File: config.mk
export PLATFORM = sky130hd
export DESIGN_NAME = debug_cmd_engine_flat
export DESIGN_NICKNAME = d
export VERILOG_FILES = /design/src/rtl/debug_cmd_if.sv /design/src/rtl/debug_cmd_engine.sv /design/src/flat_wrapper.sv
export SDC_FILE = /design/constraint.sdc
export NUM_CORES = 1
export LEC_CHECK = 0
export ABC_AREA = 1
export BUFFER_PORTS_ARGS = -buffer_cell sky130_fd_sc_hd__clkbuf_2
export CAP_MARGIN = 20
export CORE_ASPECT_RATIO = 1.2
export CORE_UTILIZATION = 50
export CTS_BUF_LIST = sky130_fd_sc_hd__clkbuf_16
export DETAILED_ROUTE_END_ITERATION = 16
export PLACE_DENSITY_LB_ADDON = 0.3
export SETUP_SLACK_MARGIN = 0.15
export SLEW_MARGIN = 10
export SYNTH_ARGS = -nofsm -noshare
export SYNTH_HDL_FRONTEND = slang
export SYNTH_SLANG_ARGS = --single-unit
File: constraint.sdc
create_clock -name clk -period 4.1 [get_ports clk]
set_input_delay 0.82 -clock clk [delete_from_list [all_inputs] [get_ports clk]]
set_output_delay 0.82 -clock clk [all_outputs]
set_load 0.05 [all_outputs]
File: src/rtl/debug_cmd_if.sv
// Command/response and bus signals between the JTAG-side debug command
// engine (master) and its environment: the JTAG register and the system bus (slave).
interface debug_cmd_if;
  logic [31:0] cmd_word;
  logic        cmd_valid;
  logic [31:0] resp_data;
  logic        bus_req;
  logic        bus_we;
  logic [31:0] bus_addr;
  logic [31:0] bus_wdata;
  logic        bus_ack;
  logic [31:0] bus_rdata;
  logic        halt_req;
  logic        busy;
  logic        err;

  modport master (
    input  cmd_word, cmd_valid, bus_ack, bus_rdata,
    output resp_data, bus_req, bus_we, bus_addr, bus_wdata, halt_req, busy, err
  );

  modport slave (
    output cmd_word, cmd_valid, bus_ack, bus_rdata,
    input  resp_data, bus_req, bus_we, bus_addr, bus_wdata, halt_req, busy, err
  );
endinterface

File: src/rtl/debug_cmd_engine.sv
// Debug command engine: decodes JTAG command words into halt control and
// single bus read/write transactions with an auto-incrementing address and timeout.
module debug_cmd_engine #(
  parameter int TIMEOUT_CYCLES = 255
) (
  input logic        clk,
  input logic        reset,
  debug_cmd_if.master dbg
);

  typedef enum logic [1:0] {IDLE, ARG, REQ} state_t;
  typedef enum logic [1:0] {
    OP_CTRL     = 2'b00,
    OP_SET_ADDR = 2'b01,
    OP_WRITE    = 2'b10,
    OP_READ     = 2'b11
  } op_t;

  // The counter only needs to reach TIMEOUT_CYCLES-1: the request drops on that edge.
  localparam int              CNT_W    = (TIMEOUT_CYCLES > 1) ? $clog2(TIMEOUT_CYCLES) : 1;
  localparam logic [CNT_W-1:0] CNT_LAST = CNT_W'(TIMEOUT_CYCLES - 1);

  state_t           state;
  logic             arg_is_write;
  logic [CNT_W-1:0] to_cnt;
  op_t              op;

  assign op       = op_t'(dbg.cmd_word[31:30]);
  assign dbg.busy = (state != IDLE);

  // NOTE: non-blocking assignments throughout, so every register sees pre-edge values.
  always_ff @(posedge clk or posedge reset) begin
    if (reset) begin
      state         <= IDLE;
      arg_is_write  <= 1'b0;
      to_cnt        <= '0;
      dbg.bus_req   <= 1'b0;
      dbg.bus_we    <= 1'b0;
      dbg.bus_addr  <= '0;
      dbg.bus_wdata <= '0;
      dbg.resp_data <= '0;
      dbg.halt_req  <= 1'b0;
      dbg.err       <= 1'b0;
    end else begin
      case (state)
        IDLE: begin
          if (dbg.cmd_valid) begin
            case (op)
              OP_CTRL: begin
                dbg.halt_req <= dbg.cmd_word[0];
                if (dbg.cmd_word[1]) dbg.err <= 1'b0;
              end
              OP_SET_ADDR: begin
                state        <= ARG;
                arg_is_write <= 1'b0;
              end
              OP_WRITE: begin
                state        <= ARG;
                arg_is_write <= 1'b1;
              end
              OP_READ: begin
                state       <= REQ;
                dbg.bus_req <= 1'b1;
                dbg.bus_we  <= 1'b0;
                to_cnt      <= '0;
              end
            endcase
          end
        end

        // Any word arriving here is the argument, regardless of its op bits.
        ARG: begin
          if (dbg.cmd_valid) begin
            if (arg_is_write) begin
              dbg.bus_wdata <= dbg.cmd_word;
              state         <= REQ;
              dbg.bus_req   <= 1'b1;
              dbg.bus_we    <= 1'b1;
              to_cnt        <= '0;
            end else begin
              dbg.bus_addr <= dbg.cmd_word;
              state        <= IDLE;
            end
          end
        end

        REQ: begin
          if (dbg.cmd_valid) dbg.err <= 1'b1;
          // Ack takes priority over a timeout expiring on the same edge.
          if (dbg.bus_ack) begin
            dbg.bus_req  <= 1'b0;
            state        <= IDLE;
            dbg.bus_addr <= dbg.bus_addr + 32'd4;
            if (!dbg.bus_we) dbg.resp_data <= dbg.bus_rdata;
          end else if (to_cnt == CNT_LAST) begin
            dbg.bus_req <= 1'b0;
            dbg.err     <= 1'b1;
            state       <= IDLE;
          end else begin
            to_cnt <= to_cnt + 1'b1;
          end
        end

        default: state <= IDLE;
      endcase
    end
  end

endmodule

File: src/flat_wrapper.sv
// flat-port wrapper written by rule: the top's interface ports become plain ports
module debug_cmd_engine_flat 
#(
  parameter int TIMEOUT_CYCLES = 255
)
  (clk, reset, dbg_cmd_word, dbg_cmd_valid, dbg_bus_ack, dbg_bus_rdata, dbg_resp_data, dbg_bus_req, dbg_bus_we, dbg_bus_addr, dbg_bus_wdata, dbg_halt_req, dbg_busy, dbg_err);
  debug_cmd_if dbg_i ();
  input logic clk;
  input logic reset;
  input wire logic [$bits(dbg_i.cmd_word)-1:0] dbg_cmd_word;
  input wire logic [$bits(dbg_i.cmd_valid)-1:0] dbg_cmd_valid;
  input wire logic [$bits(dbg_i.bus_ack)-1:0] dbg_bus_ack;
  input wire logic [$bits(dbg_i.bus_rdata)-1:0] dbg_bus_rdata;
  output wire logic [$bits(dbg_i.resp_data)-1:0] dbg_resp_data;
  output wire logic [$bits(dbg_i.bus_req)-1:0] dbg_bus_req;
  output wire logic [$bits(dbg_i.bus_we)-1:0] dbg_bus_we;
  output wire logic [$bits(dbg_i.bus_addr)-1:0] dbg_bus_addr;
  output wire logic [$bits(dbg_i.bus_wdata)-1:0] dbg_bus_wdata;
  output wire logic [$bits(dbg_i.halt_req)-1:0] dbg_halt_req;
  output wire logic [$bits(dbg_i.busy)-1:0] dbg_busy;
  output wire logic [$bits(dbg_i.err)-1:0] dbg_err;
  assign dbg_i.cmd_word = dbg_cmd_word;
  assign dbg_i.cmd_valid = dbg_cmd_valid;
  assign dbg_i.bus_ack = dbg_bus_ack;
  assign dbg_i.bus_rdata = dbg_bus_rdata;
  assign dbg_resp_data = dbg_i.resp_data;
  assign dbg_bus_req = dbg_i.bus_req;
  assign dbg_bus_we = dbg_i.bus_we;
  assign dbg_bus_addr = dbg_i.bus_addr;
  assign dbg_bus_wdata = dbg_i.bus_wdata;
  assign dbg_halt_req = dbg_i.halt_req;
  assign dbg_busy = dbg_i.busy;
  assign dbg_err = dbg_i.err;
  debug_cmd_engine #(.TIMEOUT_CYCLES(TIMEOUT_CYCLES)) u_core (.clk(clk), .reset(reset), .dbg(dbg_i));
endmodule
==> impl_results.md <==
- Via count: 5076
- Post-DR wirelength/cell: 14.52 µm
- CP Class: register to register
- XOR/XNOR share of the synthesized area: 0.006218
- Initial antenna violation count: 0
- # DRC: 0
- Final instance count without filler cells: 977
- Port bufs: 168
- Mux cell area share after synthesis: 0.08394
- Largest net degree at the start of global routing: 56
- FF+latch area: 2778 µm²
- Die H: 118.3 µm
- Cell taking the most area after synthesis: dfrtp_1
- Max cap viols: 0
- Ys async rst share: 1.000
- Pins Over Slew Limit: 0
- Leak: 3.538 nW
- Crit-path max FO: 46
- Synth Area in Simple Gates: 0.2463
- Buffers & Inverters on Critical Path: 1
- CTS Sinks: 111
- Hold buffer count at CTS: 0
- Startpoint types: register
- HP Start: u_core.dbg.bus_req$_DFFE_PP0P_
- Crit-path cells: inv_2, nor2_8, nand2_2, mux2_1
- Clock buffer depth: 2
- Largest family of logic cells by synthesized area: simple AND/OR/NAND/NOR gates
- Compound-Gate Fraction of Synth Area: 0.08639
- Core area: 10980 µm²
- Critical Path AT: 2.53 ns
- Final period utilization: 0.5600
- Clk root buf: clkbuf_16
- TritonCTS clock tree: yes
- Crit. End Element: register
- Critical Path Start: u_core.state[1]$_DFFE_PP0P_
- Initial Util: 0.5130
- Max VDD drop: 0.0007446 V
- PwrDens: 960.5 nW/µm²
- Most instantiated library cell after synthesis: nand2_1
- Critical register-to-register path startpoint: u_core.state[1]$_DFFE_PP0P_
- Syn Area/Cell: 8.273 µm²
- Rel. slew slack: 0.4917
- Final hold viol count: 0
- Sw Ratio: 0.5530
- Worst-Margin Slew: 0.7597 ns
- Post-synthesis sequential area ratio: 0.4930
- Multi-input logic area: 2457 µm²
- DRT iter0 DRCs: 237
- Cell family with most CP delay: simple AND/OR/NAND/NOR gates
- Final Cell Area: 6844 µm²
- FP Rows: 42
- Register share of total power: 0.308
- Setup Viol. Count Final: 0
- TNS Setup: 0 ns
- Dpl hpwl: 10.30 mm
- Total GRT Usage: 0.2527
- Placed cell area: 6531 µm²
- Synth area leaders: dfrtp_1 49%, nand2_1 14%, mux2_2 6.8%, inv_1 4.5%, nor2_1 4.3%
- DRT antenna net count: 0
- Vias in the first global route: 5030
- CTS buffer count: 9
- Synth Net Count: 755
- Total Nets Final: 914
- Adder-Cell Fraction of Synth Area: 0.01332
- Worst Hold Class: register to register
- Slowest stage cell on the critical path: nand2_2
- Logic pwr share: 0.551
- Slowest stage delay, CP: 0.60 ns
- Pre-CTS setup slack: 1.675 ns
- Fin Hold WS: 0.4841 ns
- Tmin final: 2.296 ns
- Placer's final routability congestion estimate: 0.8941
- Req. time, crit path: 4.34 ns
- Clock Power Share: 0.141
- Status: completed
- Share of layout cells above drive strength 1: 0.2781
- Post-Route WL: 14.19 mm
- Post-CTS resize count: 0
- Switching power: 3.635 mW
- Top cell type's share of synthesized area: 0.4930
- Worst-path clk slew: 0.08 ns
- Synth warn: 0
- Area Overhead vs Synth: 21.47%
- Post-synth cell types: 36
- Filler cells: 994
- Post-CTS setup buffers: 0
- First-pass GRT wire length: 23.45 mm
- Fin util: 0.6231
- Ports: 169
- Clk_lat worst skew: 0.35 ns
- Primary FF master, synth: dfrtp_1
- Clk_skew: 0.006737 ns
- RSZ-0062 raised after global routing: false
- Total power draw: 6.574 mW
- Drt pass-1 iters: 4
- Mean number of vias per cell: 5.195
- Final worst-path setup slack: 1.804 ns
- Max Clock Freq: 435.5 MHz
- Dpl cells: 961
- Netlist Area Pre-Place: 5634 µm²
- Antenna Cells: 0
- Seq cells post-synth: 111
- EDFF count, synth: 0
- # H-tree levels: 3
- Die X: 98.91 µm
- Internal power component: 2.938 mW
- Die area: 11700 µm²
- Post-Synthesis Cells: 681
- Post-synth top cells: 213 x nand2_1, 111 x dfrtp_1, 68 x inv_1
- GRT overflow: 0
==> power by group through the flow <==
stage                     registers (mW)  clock network (mW)  logic (mW)
after floorplan                     3.62                   0        1.19
after global placement              2.00                   0        3.56
after detailed placement            2.03                   0        3.63
after CTS                           2.02               0.941        3.64
after global routing                2.09               0.987        3.87
final                               2.02               0.927        3.62
==> flip-flops by register name, summed over array words and instances, names as in the netlist <==
| signal | flops |
|---|---|
| u_core.dbg.resp_data | 32 |
| u_core.to_cnt | 8 |
| u_core.state | 2 |
| u_core.dbg.bus_wdata | 32 |
| u_core.dbg.bus_req | 1 |
| u_core.arg_is_write | 1 |
| u_core.dbg.bus_we | 1 |
| u_core.dbg.err | 1 |
| u_core.dbg.halt_req | 1 |
| u_core.dbg.bus_addr | 32 |
==> cells by family after synthesis <==
logic type               Yosys count
buffers and inverters             94
XOR/XNOR                           4
AO/OA/AOI/OAI                     89
flip-flops                       111
adder cells (fa/ha/maj)            6
AND/OR/NAND/NOR                  335
multiplexers                      42
==> per-layer routing <==
metal	global-route usage	vias up	wire, µm
met4	0.09888	0	293
met3	0.04494	22	789
li1	-	2494	-
met5	0	-	0
met2	0.4397	195	7273
met1	0.3093	2365	5829
==> cell usage in the layout, fill, tap and decap left out, types with 3 or more instances in the layout <==
cell type	n
inv_2	3
o21ai_0	44
ha_1	6
nand2_1	213
clkbuf_16	9
dfrtp_1	111
o22ai_1	5
a21oi_2	3
mux2_2	34
clkbuf_2	168
nor3_1	7
mux2_1	8
inv_1	67
a21oi_1	28
inv_8	3
nor2_1	65
nand3_1	40
==> final timing paths <==
kind / depth (start not counted) / slack, ns / to
min in group asynchronous: 2 / 0.55 / u_core.dbg.resp_data[13]$_DFFE_PP0P_
setup reg to reg: 4 / 1.80 / u_core.dbg.resp_data[12]$_DFFE_PP0P_
max in group asynchronous: 3 / 2.68 / u_core.dbg.resp_data[9]$_DFFE_PP0P_
setup / recovery: 4 / 1.80 / u_core.dbg.resp_data[12]$_DFFE_PP0P_
hold / removal: 2 / 0.48 / u_core.dbg.bus_req$_DFFE_PP0P_
hold reg to reg: 2 / 0.48 / u_core.dbg.bus_req$_DFFE_PP0P_
==> worst register-to-register path, cell delays in order, from the launching register on <==
cell and delay (ns):
dfrtp_1 0.46, inv_2 0.11, nor2_8 0.50, nand2_2 0.60
mux2_1 0.51
==> cell type report <==
cell class | instances | area share
Sequential cell | 111 | 0.4058
Multi-Input combinational cell | 476 | 0.3591
Timing Repair Buffer | 170 | 0.1250
Inverter | 72 | 0.04022
Clock buffer | 9 | 0.03291
Tap cell | 132 | 0.02413
Clock inverter | 7 | 0.01280
(Power assumes the default switching activity.)
